===== config.mk =====
export PLATFORM = sky130hd
export DESIGN_NAME = axis_pattern_check
export DESIGN_NICKNAME = d
export VERILOG_FILES = /design/src/rtl/axis_pattern_check.sv
export SDC_FILE = /design/constraint.sdc
export NUM_CORES = 1
export LEC_CHECK = 0
export CAP_MARGIN = 25
export CORE_MARGIN = 3
export CORE_UTILIZATION = 25
export CTS_CLUSTER_DIAMETER = 100
export DETAILED_ROUTE_END_ITERATION = 8
export DONT_BUFFER_PORTS = 1
export SETUP_SLACK_MARGIN = 0.2
export SLEW_MARGIN = 0
export SYNTH_ARGS = -nofsm -noshare
export SYNTH_HDL_FRONTEND = slang
export SYNTH_SLANG_ARGS = --single-unit

===== constraint.sdc =====
create_clock -name aclk -period 3.24 [get_ports aclk]
set_input_delay 0.324 -clock aclk [delete_from_list [all_inputs] [get_ports aclk]]
set_output_delay 0.324 -clock aclk [all_outputs]
set_load 0.03 [all_outputs]

===== src/rtl/axis_pattern_check.sv =====
// AXIS sink that checks a counting data pattern and a fixed packet length.
// Define AXIS_PATTERN_CHECK_RAND_READY_EN to drive tready from a 16-bit LFSR.
module axis_pattern_check #(
    parameter int BUS_WIDTH = 2,
    parameter int PKT_LEN   = 16,
    parameter int CNT_WIDTH = 16
) (
    input  logic                   aclk,
    input  logic                   arst,
    input  logic                   s_axis_tvalid,
    output logic                   s_axis_tready,
    input  logic [BUS_WIDTH*8-1:0] s_axis_tdata,
    input  logic                   s_axis_tlast,
    input  logic                   clear,
    output logic [CNT_WIDTH-1:0]   pkt_count,
    output logic [CNT_WIDTH-1:0]   err_count,
    output logic                   data_err,
    output logic                   last_err,
    output logic                   in_pkt
);
    localparam int DW     = BUS_WIDTH * 8;
    localparam int IDX_W  = (PKT_LEN > 1) ? $clog2(PKT_LEN) : 1;
    localparam int CNT_W1 = CNT_WIDTH + 1;
    localparam logic [IDX_W-1:0]     LAST_IDX = IDX_W'(PKT_LEN - 1);
    localparam logic [CNT_WIDTH-1:0] CNT_MAX  = '1;

    typedef enum logic [1:0] {
        IDLE  = 2'd0,
        BODY  = 2'd1,
        FLUSH = 2'd2
    } state_t;

    state_t               state_q, state_d;
    logic [IDX_W-1:0]     beat_idx_q, beat_idx_d;
    logic [DW-1:0]        expected_q, expected_d;
    logic [CNT_WIDTH-1:0] pkt_count_q, pkt_count_d;
    logic [CNT_WIDTH-1:0] err_count_q, err_count_d;
    logic                 data_err_q, data_err_d;
    logic                 last_err_q, last_err_d;
    logic                 tready_q, tready_d;
    logic                 beat, at_end, pkt_ok;
    logic [1:0]           err_inc;
    logic [CNT_WIDTH:0]   err_sum;

    assign beat   = s_axis_tvalid && tready_q;
    assign at_end = (beat_idx_q == LAST_IDX);

`ifdef AXIS_PATTERN_CHECK_RAND_READY_EN
    logic [15:0] lfsr_q, lfsr_d;

    // Taps 16,14,13,11 in right-shift form; free-running and immune to clear.
    assign lfsr_d   = {lfsr_q[0] ^ lfsr_q[2] ^ lfsr_q[3] ^ lfsr_q[5], lfsr_q[15:1]};
    assign tready_d = lfsr_d[0];

    always_ff @(posedge aclk) begin
        if (arst) lfsr_q <= 16'hACE1;
        else      lfsr_q <= lfsr_d;
    end
`else
    assign tready_d = 1'b1;
`endif

    // Framing state machine: next state, beat index and framing verdict.
    always_comb begin
        // NOTE: every signal gets a default first so no path infers a latch.
        state_d    = state_q;
        beat_idx_d = beat_idx_q;
        last_err_d = 1'b0;
        pkt_ok     = 1'b0;
        if (beat) begin
            if (state_q == FLUSH) begin
                if (s_axis_tlast) begin
                    state_d    = IDLE;
                    beat_idx_d = '0;
                end
            end else if (s_axis_tlast) begin
                state_d    = IDLE;
                beat_idx_d = '0;
                pkt_ok     = at_end;
                last_err_d = !at_end;
            end else if (at_end) begin
                state_d    = FLUSH;
                beat_idx_d = '0;
                last_err_d = 1'b1;
            end else begin
                state_d    = BODY;
                beat_idx_d = beat_idx_q + 1'b1;
            end
        end
        if (clear) begin
            state_d    = IDLE;
            beat_idx_d = '0;
            last_err_d = 1'b0;
            pkt_ok     = 1'b0;
        end
    end

    // Data check with resync to received+1, and saturating counters.
    always_comb begin
        expected_d  = expected_q;
        data_err_d  = 1'b0;
        pkt_count_d = pkt_count_q;
        if (beat) begin
            data_err_d = (s_axis_tdata != expected_q);
            expected_d = s_axis_tdata + 1'b1;
        end
        if (pkt_ok && (pkt_count_q != CNT_MAX)) pkt_count_d = pkt_count_q + 1'b1;
        err_inc     = {1'b0, data_err_d} + {1'b0, last_err_d};
        err_sum     = {1'b0, err_count_q} + CNT_W1'(err_inc);
        err_count_d = err_sum[CNT_WIDTH] ? CNT_MAX : err_sum[CNT_WIDTH-1:0];
        if (clear) begin
            expected_d  = '0;
            data_err_d  = 1'b0;
            pkt_count_d = '0;
            err_count_d = '0;
        end
    end

    always_ff @(posedge aclk) begin
        // NOTE: sequential state uses non-blocking assignments so all registers sample together.
        if (arst) begin
            state_q     <= IDLE;
            beat_idx_q  <= '0;
            expected_q  <= '0;
            pkt_count_q <= '0;
            err_count_q <= '0;
            data_err_q  <= 1'b0;
            last_err_q  <= 1'b0;
            tready_q    <= 1'b0;
        end else begin
            state_q     <= state_d;
            beat_idx_q  <= beat_idx_d;
            expected_q  <= expected_d;
            pkt_count_q <= pkt_count_d;
            err_count_q <= err_count_d;
            data_err_q  <= data_err_d;
            last_err_q  <= last_err_d;
            tready_q    <= tready_d;
        end
    end

    always_comb begin
        s_axis_tready = tready_q;
        pkt_count     = pkt_count_q;
        err_count     = err_count_q;
        data_err      = data_err_q;
        last_err      = last_err_q;
        in_pkt        = (state_q != IDLE);
    end

endmodule


Word level (Yosys, flattened, before mapping)
Index checks and enable logic that the tools add are counted.
Widths: inputs -> output; s select.

storage, ports and cells
  input port bits = 21
  register bits after elaboration = 57
  logic and storage cells = 44

cells by class
  add/sub/neg operators = 5
  reduce and logical (&&, ||, !) cells = 6
  equality and inequality tests = 5
  muxes and demuxes = 20

operators by type and width
  cell                   number
  $add 16x1->16 const B  2
  $add 16x2->17          1
  $mux 16                1
  $mux 4                 4
  $ne 16x16->1           1
  $ne 16x16->1 const B   1
  $mux 1                 11
  $mux 2                 4
  $add 4x1->4 const B    1
  $eq 4x4->1 const B     1
  $add 1x1->2            1
  $eq 2x2->1 const B     1
  $logic_and 1x1->1      2
  $ne 2x2->1 const B     1
  $reduce_and 2->1       1
  $reduce_bool 2->1      1
  $reduce_or 2->1        1
  $logic_not 1->1        1

Depth between registers and ports, before layout
Gate-level depths: netlist of run 1.

  depth in word-level cells = 9
  mapped depth = 13
  mapped depth without buffers = 11

Worst setup path after synthesis of run 1
No wires, ideal clock.

  path type = register -> register
  start point = register tready_q (netlist: s_axis_tready)
  end point = register err_count_q[2] (netlist: err_count[2])
  setup slack = 0.298 ns
  data required time = 3.170 ns
  stages on the path, launching flop included = 13
  arrival = 2.872 ns
  period minus slack after synthesis = 2.942 ns
  path buffers = 3
  setup time = 0.070 ns
  path through = dfxtp_1 -> and2_1 -> clkbuf_1 -> clkbuf_1 -> nand4b_1 -> fa_1 -> inv_1 -> ha_1 -> nand2_1 -> nor4_4 -> nand3_1 -> buf_2 -> a21oi_1

on the way
  longest elaborated chain between the ends = 6
  elaborated cells between the ends (all ways) = 7
  classes of those cells = 2 x add/sub; 4 x mux; 1 x reduce/logical

RTL lines
  what                    line  source
  from (decl)             40    logic tready_q, tready_d;
  from (signal assigned)  138   tready_q <= tready_d;
  $logic_and 1x1->1 *     45    assign beat = s_axis_tvalid && tready_q;
  $mux 1                  70    if (beat) begin
  $mux 1                  90    if (clear) begin
  $add 1x1->2 *           108   err_inc = {1'b0, data_err_d} + {1'b0, last_err_d};
  $add 16x2->17 *         109   err_sum = {1'b0, err_count_q} + CNT_W1'(err_inc);
  $mux 16 *               110   err_count_d = err_sum[CNT_WIDTH] ? CNT_MAX : err_sum[CNT_WIDTH-1:0];
  to (signal assigned)    135   err_count_q <= err_count_d;
  to (decl)               37    logic [CNT_WIDTH-1:0] err_count_q, err_count_d;

Every way passes the cells marked *; elsewhere a longest branch is shown, timed or not.
A chain may end at the register's enable or synchronous reset.

Final worst setup path of run 1
  start point = register beat_idx_q[0]
  end point = register err_count_q[8] (netlist: err_count[8])

on the way
  longest elaborated chain between the ends = 9
  elaborated cells between the ends (all ways) = 10
  classes of those cells = 2 x add/sub; 1 x eq/ne; 6 x mux; 1 x reduce/logical

RTL lines
  what                                       line    source
  from (decl)                                34      logic [IDX_W-1:0] beat_idx_q, beat_idx_d;
  from (signal assigned)                     132     beat_idx_q <= beat_idx_d;
  $eq 4x4->1 *                               46      assign at_end = (beat_idx_q == LAST_IDX);
  $mux 1 or $logic_not 1->1 (tied branches)  81, 80
  $mux 1 *                                   76      end else if (s_axis_tlast) begin
  $mux 1 *                                   71      if (state_q == FLUSH) begin
  $mux 1 *                                   70
  $mux 1 *                                   90
  $add 1x1->2 *                              108
  $add 16x2->17 *                            109
  $mux 16 *                                  110

Marked as above.

==> results of run 1 <==
stage by stage:
stage / area (um^2) / instances / util [%] / worst slack [ns]
after global placement: 3140 / 486 / 27.1 / 0.208
after floorplan: 3010 / 355 / - / 0.298
final: 3460 / 502 / 29.8 / 0.400
after detailed placement: 3140 / 486 / 27.1 / 0.0581
after global routing: 3460 / 502 / 29.8 / 0.203
after CTS: 3400 / 499 / 29.3 / 0.220
timing repair:
action,CTS,global route
buffers inserted,0,1
endpoints found under the setup margin,13,15
gates cloned,0,1
gates resized for setup,1,9
pin swaps,0,2
registers in the layout, indices dropped and copies added (netlist names):
register,flops
pkt_count,16
data_err,1
beat_idx_q,4
s_axis_tready,1
err_count,16
expected_q,16
state_q,2
last_err,1
synthesized netlist by cell type (2+ instances only):
cell type and instances:
and4_1 5, nor2b_1 2, nand3_1 14, and3_1 4, buf_6 2, nand2_1 22, nor3_1 11, a211oi_1 7
clkbuf_1 11, o31ai_1 5, a31oi_1 2, a22oi_1 4, inv_1 11, xnor2_1 17, a311oi_1 3, o21ai_0 19
or2_2 2, xor2_1 23, nand2b_1 2, nand4_1 13, or3_1 8, and2_1 2, nor2_1 24, nand3b_1 3
or4_1 6, mux2i_1 5, dfxtp_1 57, nor4_1 15, a21oi_1 36, ha_1 7
power groups by stage:
stage	combinational (mW)	clock, mW	sequential [mW]
global route	0.0877	0.882	0.721
detailed placement	0.0760	0	0.735
global placement	0.0744	0	0.735
finish	0.0771	0.814	0.721
floorplan	0.0621	0	0.735
CTS	0.0763	0.849	0.721
worst paths after layout:
kind                                                  from                         end  depth (start not counted)
worst min register to register  expected_q[1]$_SDFFE_PP0P_  expected_q[1]$_SDFFE_PP0P_                          2
worst max-delay path            beat_idx_q[0]$_SDFFE_PP0P_     err_count[8]$_SDFF_PP0_                         12
worst min-delay path                                  arst       s_axis_tready$_DFF_P_                          1
worst max register to register  beat_idx_q[0]$_SDFFE_PP0P_     err_count[8]$_SDFF_PP0_                         12
cells by family (layout without fill, tap and decap cells):
kind of cell	Yosys count	in the layout	share of synthesized area, %
AND/OR/NAND/NOR	139	140	25.9
AO/OA/AOI/OAI	80	80	15.6
flip-flops	57	57	37.9
XOR/XNOR	40	40	11.6
buffers and inverters	26	29	3.78
adder cells (fa/ha/maj)	8	8	3.57
multiplexers	5	5	1.66
routing by layer:
metal	share of wire [%]	up-vias	routed length (um)	GRT usage, %
met5	0	-	0	0
met4	1.3	0	96	3.79
met3	6.7	10	505	4.75
met2	47	67	3530	18.5
met1	45	1168	3400	14.3
li1	-	1305	-	-
area by class of cell:
cell class | count | area (um^2) | share of cell area [%]
Clock buffer | 12 | 246 | 7.13
Clock inverter | 1 | 5.00 | 0.145
Inverter | 11 | 41.3 | 1.19
Multi-Input combinational cell | 273 | 1800 | 52.2
Sequential cell | 57 | 1140 | 33.0
Tap cell | 143 | 179 | 5.18
Timing Repair Buffer | 5 | 41.3 | 1.19
==> metrics.md, run 1 <==
| Metric | Value |
|---|---|
| Final WL | 7.54 mm |
| Die footprint | 13400 um^2 |
| H-tree depth | 3 |
| RSZ-0062 raised after global routing | no |
| LEAKAGE | 1.12 nW |
| Slowest stage cell on the critical path | fa_2 |
| Minimum clock period | 2.84 ns |
| Async set-reset flop share out of synthesis | 0% |
| Setup TNS | 0 ns |
| IO Port Bufs | 0 |
| Skew-Pair Late Insertion Delay | 0.32 ns |
| Area growth, synth to finish | 14.7% |
| Register-to-register setup slack | 0.40 ns |
| Final setup viols | 0 |
| Row Count | 39 |
| Power Dens Cells | 466 nW/um^2 |
| Combinational share of power | 4.8% |
| Max VDD drop | 0.234 mV |
| Critical path's most frequent cell | ha_1 |
| CTS max path bufs | 2 |
| WP data arrival | 3.08 ns |
| DRC viols | 0 |
| Synthesized instance count | 355 |
| Seq pwr share | 44.7% |
| Fin crit share | 87.7% |
| Starting Density | 25.9% |
| Cell variety after synth | 43 |
| Worst-Margin Slew | 0.970 ns |
| Number of global-route vias before repair | 2423 |
| Commonest non-fill, non-tap cell in the layout | dfxtp_1 |
| CP Max Fanout | 6 |
| Hold WS | 0.0704 ns |
| Final ANT Viol Nets | 0 |
| Final-layout fill cell count | 1241 |
| WL/cell | 15.0 um |
| CP peak stage delay | 0.38 ns |
| Skew final | 0.00898 ns |
| Clock slew seen by the registers of the worst setup and hold paths | 0.05 ns |
| Internal cell power | 1.26 mW |
| Ys Warns | 0 |
| # IOs | 57 |
| CTS tree | yes |
| WS Path Type | register to register |
| Number of diodes | 0 |
| Die width | 116 um |
| Worst Hold Class | input pin to register |
| Syn avg cell area | 8.49 um^2 |
| Sw Ratio | 21.6% |
| First-pass GRT wire length | 12.3 mm |
| Gr usage total | 11.6% |
| Max-slew violations | 0 |
| Share of cells above drive strength 1 | 8.91% |
| Number of synthesized flops with an enable pin | 0 |
| Max-slew headroom at the worst pin | 34.8% |
| Syn_nets | 384 |
| Delay-heaviest family, CP | adder cells |
| Cell Area, Synth | 3010 um^2 |
| Post-CTS Hold Buffers | 0 |
| Fin nets | 386 |
| Critical path cell sequence | ha_1, nand3_1, ha_1, nand4b_1, fa_2, inv_1, ha_2, nand2_2, nor4_4, buf_6, nand3_2, a21oi_1 |
| Initial antenna violation count | 0 |
| Crit. End Element | register |
| Yosys reg bits | 57 |
| Worst Path Required | 3.48 ns |
| Design Power | 1.61 mW |
| Sinks on Clock Net | 57 |
| Num CTS Buffers | 9 |
| Final Hold Viols | 0 |
| Max Cap Viol | 0 |
| Top cell type's share of synthesized area | 37.9% |
| Vias/cell | 5.08 |
| Max Fclk | 0.352 GHz |
| Status | finished, final reports clean |
| Top post-synthesis cells by area | dfxtp_1 (38%), xor2_1 (6.7%), a21oi_1 (6.0%), xnor2_1 (4.9%), o21ai_0 (3.2%) |
| First-pass iteration count of the detailed router | 4 |
| Via count | 2550 |
| CTS Root Cell | clkbuf_16 |
| Congestion Overflow GR | 0 |
| Startpoint types | register |
| Yosys top cell by area | dfxtp_1 |
| Register area share after synthesis | 37.9% |
| Worst path buffer plus inverter count | 2 |
| GP Congestion | 0.764 |
| Die H | 116 um |
| Final HPWL DP | 5.35 mm |
| DRT iter0 DRCs | 125 |
| Sw Pwr | 0.348 mW |
| Ys flop type | dfxtp_1 |
| Clock Power Share | 50.5% |
| Core Box Area | 11600 um^2 |
| Most frequent cells in the layout | dfxtp_1 (57), a21oi_1 (32), nor2_1 (24) |
| Largest net degree at the start of global routing | 41 |
Power figures use the tool's default switching activity.
==> inputs of run 2 (changes only) <==
--- a/config.mk
+++ b/config.mk
@@ -7,10 +7,10 @@
 export LEC_CHECK = 0
 export CAP_MARGIN = 25
 export CORE_MARGIN = 3
-export CORE_UTILIZATION = 25
+export CORE_UTILIZATION = 45
 export CTS_CLUSTER_DIAMETER = 100
 export DETAILED_ROUTE_END_ITERATION = 8
-export DONT_BUFFER_PORTS = 1
+export PLACE_DENSITY = 0.71
 export SETUP_SLACK_MARGIN = 0.2
 export SLEW_MARGIN = 0
 export SYNTH_ARGS = -nofsm -noshare
==> run 2 against run 1 <==
Net effect:
- die area decreased by 42%
- worst hold slack improved by 0.42 ns
- routed wire length is 8.6% lower
==> metrics.md, run 2 (synthesis gave the netlist of run 1 again) <==
| Metric | Value |
|---|---|
| Status | finished, final reports clean |
| WL/cell | 13.8 um |
| Max VDD drop | 0.298 mV |
| CTS tree | yes |
| Seq pwr share | 41.9% |
| Largest net degree at the start of global routing | 41 |
| Setup TNS | 0 ns |
| Via count | 2807 |
| Startpoint types | register |
| Sw Pwr | 0.364 mW |
| Congestion Overflow GR | 0 |
| Register-to-register setup slack | 0.44 ns |
| Die footprint | 7710 um^2 |
| Max Fclk | 0.357 GHz |
| Number of global-route vias before repair | 2507 |
| Internal cell power | 1.34 mW |
| Skew-Pair Late Insertion Delay | 0.34 ns |
| LEAKAGE | 1.35 nW |
| Vias/cell | 5.60 |
| RR Endpoint | err_count[14]$_SDFF_PP0_ |
| Worst-Margin Slew | 0.846 ns |
| Reg2reg path depth | 12 |
| Share of cells above drive strength 1 | 9.67% |
| Area growth, synth to finish | 31.6% |
| Final WL | 6.89 mm |
| Worst Hold Class | register to register |
| CTS Root Cell | clkbuf_8 |
| # IOs | 57 |
| Starting Density | 46.9% |
| GP Congestion | 0.841 |
| DRC viols | 0 |
| Worst Path Required | 3.48 ns |
| Final-layout fill cell count | 548 |
| IO Port Bufs | 56 |
| Max-slew headroom at the worst pin | 43.1% |
| Setup WS pre-CTS | 0.0700 ns |
| Minimum clock period | 2.80 ns |
| Die width | 87.8 um |
| Sw Ratio | 21.3% |
| H-tree depth | 3 |
| Fin nets | 448 |
| CP startpoint | beat_idx_q[1]$_SDFFE_PP0P_ |
| CP Max Fanout | 4 |
| Num CTS Buffers | 9 |
| RSZ-0062 raised after global routing | no |
| CTS max path bufs | 2 |
| WP data arrival | 3.04 ns |
| # Post-CTS Setup Buffers | 0 |
| Combinational share of power | 7.6% |
| First-pass iteration count of the detailed router | 4 |
| Max-slew violations | 0 |
| Worst Setup EP | err_count[14]$_SDFF_PP0_ |
| Gr usage total | 19.0% |
| Core Box Area | 6420 um^2 |
| Number of diodes | 0 |
| Final setup viols | 0 |
| First-pass GRT wire length | 11.6 mm |
| Crit. End Element | register |
| Final HPWL DP | 4.91 mm |
| Post-cts resize count | 0 |
| Clock Power Share | 50.5% |
| Die H | 87.8 um |
| Power Dens Cells | 431 nW/um^2 |
| WS Path Type | register to register |
| Initial antenna violation count | 0 |
| Post-CTS Hold Buffers | 0 |
| DRT iter0 DRCs | 184 |
| Clock slew seen by the registers of the worst setup and hold paths | 0.07 ns |
| Row Count | 29 |
| Most frequent cells in the layout | dfxtp_1 (56), clkdlybuf4s50_1 (56), a21oi_1 (36) |
| Fin crit share | 86.4% |
| Skew final | 0.0118 ns |
| Final ANT Viol Nets | 0 |
| Worst r2r src | beat_idx_q[1]$_SDFFE_PP0P_ |
| Max Cap Viol | 0 |
| Sinks on Clock Net | 57 |
| Fin worst setup slack | 0.441 ns |
| Final Hold Viols | 0 |
-- run 2: cell types whose count changed in the layout (fill, tap and decap cells not counted), moves of 2 or more --
cell / previous run / this run
clkbuf_8: 1 / 12
clkbuf_16: 9 / 0
clkbuf_1: 2 / 0
a21oi_1: 32 / 36
bufinv_16: 0 / 3
a21oi_2: 4 / 0
buf_4: 4 / 12
clkdlybuf4s50_1: 0 / 56
-- run 2: how the worst min path moves through the flow --
stage                                from                    endpoint  slack [ns]  cells after the start
2_1_floorplan                        arst       s_axis_tready$_DFF_P_        0.38                      1
3_3_place_gp   expected_q[1]$_SDFFE_PP0P_  expected_q[1]$_SDFFE_PP0P_        0.46                      2
3_5_place_dp   expected_q[1]$_SDFFE_PP0P_  expected_q[1]$_SDFFE_PP0P_        0.48                      2
4_1_cts        pkt_count[15]$_SDFFE_PP0P_  pkt_count[15]$_SDFFE_PP0P_        0.49                      2
5_1_grt        pkt_count[15]$_SDFFE_PP0P_  pkt_count[15]$_SDFFE_PP0P_        0.52                      2
6_report       expected_q[1]$_SDFFE_PP0P_  expected_q[1]$_SDFFE_PP0P_        0.49                      2
-- run 2: routing by layer --
metal | GRT usage, % | part of all wire (%)
met3 | 6.87 | 5.2
met2 | 29.5 | 47
met5 | 0 | 0
met4 | 4.74 | 0.93
met1 | 25.4 | 47
-- run 2: stage by stage --
step,utilization [%],area (um^2),hold slack (ns),instances,power [mW]
finish,61.8,3970,0.489,501,1.71
CTS,61.5,3950,0.490,501,1.72
detailed placement,57.4,3690,0.481,485,0.861
global placement,57.4,3690,0.461,485,0.860
floorplan,-,3010,0.381,355,0.797
global route,61.8,3970,0.523,501,1.78
-- run 2: power by group through the flow --
| stage | clock network (mW) | logic, mW | registers (mW) |
|---|---|---|---|
| detailed placement | 0 | 0.129 | 0.732 |
| finish | 0.862 | 0.129 | 0.717 |
| floorplan | 0 | 0.0621 | 0.735 |
| CTS | 0.875 | 0.130 | 0.717 |
| global placement | 0 | 0.128 | 0.732 |
| global route | 0.915 | 0.144 | 0.717 |
-- run 2: worst max-delay path: stages, from the launching register on --
cell and delay [ns]:
dfxtp_1 0.37, ha_2 0.21, nand3_1 0.13, ha_1 0.30, nand4b_1 0.13, fa_2 0.38
inv_1 0.07, ha_2 0.21, nand2_2 0.10, nor4_4 0.33, buf_4 0.19, a21oi_1 0.06
a311oi_1 0.24
-- run 2: cell type report --
class	instances	area, um^2	area share, %
Tap cell	77	96.3	2.43
Multi-Input combinational cell	272	1770	44.7
Clock inverter	4	97.6	2.46
Inverter	11	41.3	1.04
Sequential cell	57	1140	28.8
Clock buffer	12	165	4.16
Timing Repair Buffer	68	651	16.4
==> inputs of run 3 (changes only) <==
--- a/config.mk
+++ b/config.mk
@@ -6,7 +6,7 @@
 export NUM_CORES = 1
 export LEC_CHECK = 0
 export CAP_MARGIN = 25
-export CORE_MARGIN = 3
+export CORE_MARGIN = 4
 export CORE_UTILIZATION = 45
 export CTS_CLUSTER_DIAMETER = 100
 export DETAILED_ROUTE_END_ITERATION = 8
==> run 3 against run 2 <==
Net effect:
- design area shrank 0.38%
- critical endpoint is now err_count[3]$_SDFF_PP0_
- global-route usage fell by 0.68 points
- die area is 4.6% higher
- total power shrank 8.5%
- clock power fell by 17%
- critical path depth is the same
- cell count grew 0.60%
- worst hold slack lost 0.014 ns
- clock skew shrank 0.0044 ns
- via count rose by 2.1%
- routed wire length up 6.2%
==> metrics.md, run 3 (synthesis gave the netlist of run 1 again) <==
| Metric | Value |
|---|---|
| Status | finished, final reports clean |
| DRT iter0 DRCs | 164 |
| Area growth, synth to finish | 31.1% |
| Max-slew headroom at the worst pin | 45.2% |
| Power Dens Cells | 396 nW/um^2 |
| Num CTS Buffers | 9 |
| Number of global-route vias before repair | 2755 |
| Skew final | 0.00738 ns |
| Hold Crit Start | expected_q[1]$_SDFFE_PP0P_ |
| CP Max Fanout | 6 |
| Max Cap Viol | 0 |
| Share of cells above drive strength 1 | 10.3% |
| Die H | 89.8 um |
| Worst r2r src | beat_idx_q[1]$_SDFFE_PP0P_ |
| Slowest stage cell on the critical path | fa_2 |
| Largest net degree at the start of global routing | 41 |
| Final WL | 7.32 mm |
| LEAKAGE | 1.34 nW |
| H-tree depth | 3 |
| Skew-Pair Late Insertion Delay | 0.33 ns |
| Startpoint types | register |
| Starting Density | 46.9% |
| Initial antenna violation count | 0 |
| M1 WL | 3.22 mm |
| Max Fclk | 0.344 GHz |
| Max VDD drop | 0.435 mV |
| Number of diodes | 0 |
| WS Path Type | register to register |
| WL/cell | 14.5 um |
| Top Layer Used | met4 |
| Minimum clock period | 2.91 ns |
| Final HPWL DP | 5.12 mm |
| Max-slew violations | 0 |
| # IOs | 57 |
| Setup TNS | 0 ns |
| CP peak stage delay | 0.45 ns |
| Fin crit share | 89.7% |
| IO Port Bufs | 56 |
| Worst Hold Class | register to register |
| RSZ-0062 raised after global routing | no |
| Congestion Overflow GR | 0 |
| Worst-Margin Slew | 0.822 ns |
| Met2 WL | 3.60 mm |
| WP data arrival | 3.17 ns |
| CTS Root Cell | clkbuf_8 |
| DRC viols | 0 |
| Final ANT Viol Nets | 0 |
| CTS max path bufs | 2 |
| CP startpoint | beat_idx_q[1]$_SDFFE_PP0P_ |
| Met3 WL | 352 um |
| Final-layout fill cell count | 585 |
| Crit. End Element | register |
| Clock slew seen by the registers of the worst setup and hold paths | 0.07 ns |
| Cells after DPL | 486 |
| Fin nets | 451 |
| Post-CTS Hold Buffers | 0 |
| Via count | 2865 |
| Row Count | 29 |
| Critical path's most frequent cell | ha_1 |
| GP Congestion | 0.842 |
| Vias/cell | 5.68 |
| Final Hold Viols | 0 |
| Die width | 89.8 um |
| Sinks on Clock Net | 57 |
| CTS tree | yes |
| Setup WS pre-CTS | 0.0323 ns |
| Critical path cell sequence | ha_1, nand3_1, ha_1, nand4b_1, fa_2, inv_1, ha_2, nand2_2, nor4_4, buf_4, nand3_2, a21oi_1 |
| Most frequent cells in the layout | dfxtp_1 (56), clkdlybuf4s50_1 (56), a21oi_1 (34) |
| Final non-filler cell total | 504 |
| Die footprint | 8070 um^2 |
| Core Box Area | 6420 um^2 |
| Worst Path Required | 3.50 ns |
| First-pass GRT wire length | 12.5 mm |
| Fin worst setup slack | 0.333 ns |
| First-pass iteration count of the detailed router | 4 |
| Final setup viols | 0 |
| Gr usage total | 18.4% |
[run 3: cell count changes in the layout (fill, tap and decap cells not counted), sizes merged]
cell | before | now
bufinv | 3 | 2
clkinv | 0 | 3
clkbuf | 12 | 10
nand3 | 14 | 15
buf | 12 | 14
[run 3: final cells by class]
type                       instances  area, um^2  area share, %
sequential                        57        1140           28.9
timing repair buffer              70         666           16.8
clock buffer                      10         128           3.23
tap                               77        96.3           2.44
inverter                          11        41.3           1.04
clock inverter                     6        82.6           2.09
multi-input combinational        273        1800           45.4
[run 3: routing by layer]
| metal | vias to the layer above | GRT usage (%) |
|---|---|---|
| met5 | - | 0 |
| met4 | 0 | 7.15 |
| met3 | 14 | 4.76 |
| met2 | 76 | 31.3 |
| met1 | 1331 | 22.1 |
| li1 | 1444 | - |
[run 3: power breakdown]
group / switching (mW) / internal [mW]
logic: 0.0719 / 0.0615
registers: 0.00668 / 0.710
clock network: 0.285 / 0.429
[run 3: final timing paths]
| kind | endpoint | slack (ns) | cells after the start |
|---|---|---|---|
| max | err_count[3]$_SDFF_PP0_ | 0.33 | 12 |
| min reg2reg | expected_q[1]$_SDFFE_PP0P_ | 0.48 | 2 |
| max reg2reg | err_count[3]$_SDFF_PP0_ | 0.33 | 12 |
| min | expected_q[1]$_SDFFE_PP0P_ | 0.48 | 2 |
[run 3: critical path: cells and delay by family (launching register included)]
kind / cells / cell delay [ns]
DFF: 1 / 0.36
adders and majority gates: 4 / 1.17
AOI/OAI and AO/OA: 1 / 0.17
buffers and inverters: 2 / 0.26
and+or+nand+nor: 5 / 0.88
[run 3: what timing repair did]
action | CTS | global route
setup endpoints to repair | 13 | 15
buffers inserted | 0 | 1
resized for setup | 1 | 7
cloned | 0 | 1
pin swaps | 0 | 2
[run 3: stage by stage]
stage / util, % / hold WS, ns / cell area, um^2 / total power [mW]
after global routing: 61.5 / 0.524 / 3950 / 1.63
after detailed placement: 57.5 / 0.469 / 3690 / 0.864
final: 61.5 / 0.475 / 3950 / 1.56
after CTS: 60.9 / 0.477 / 3910 / 1.58
after global placement: 57.5 / 0.460 / 3690 / 0.862
after floorplan: - / 0.381 / 3010 / 0.797
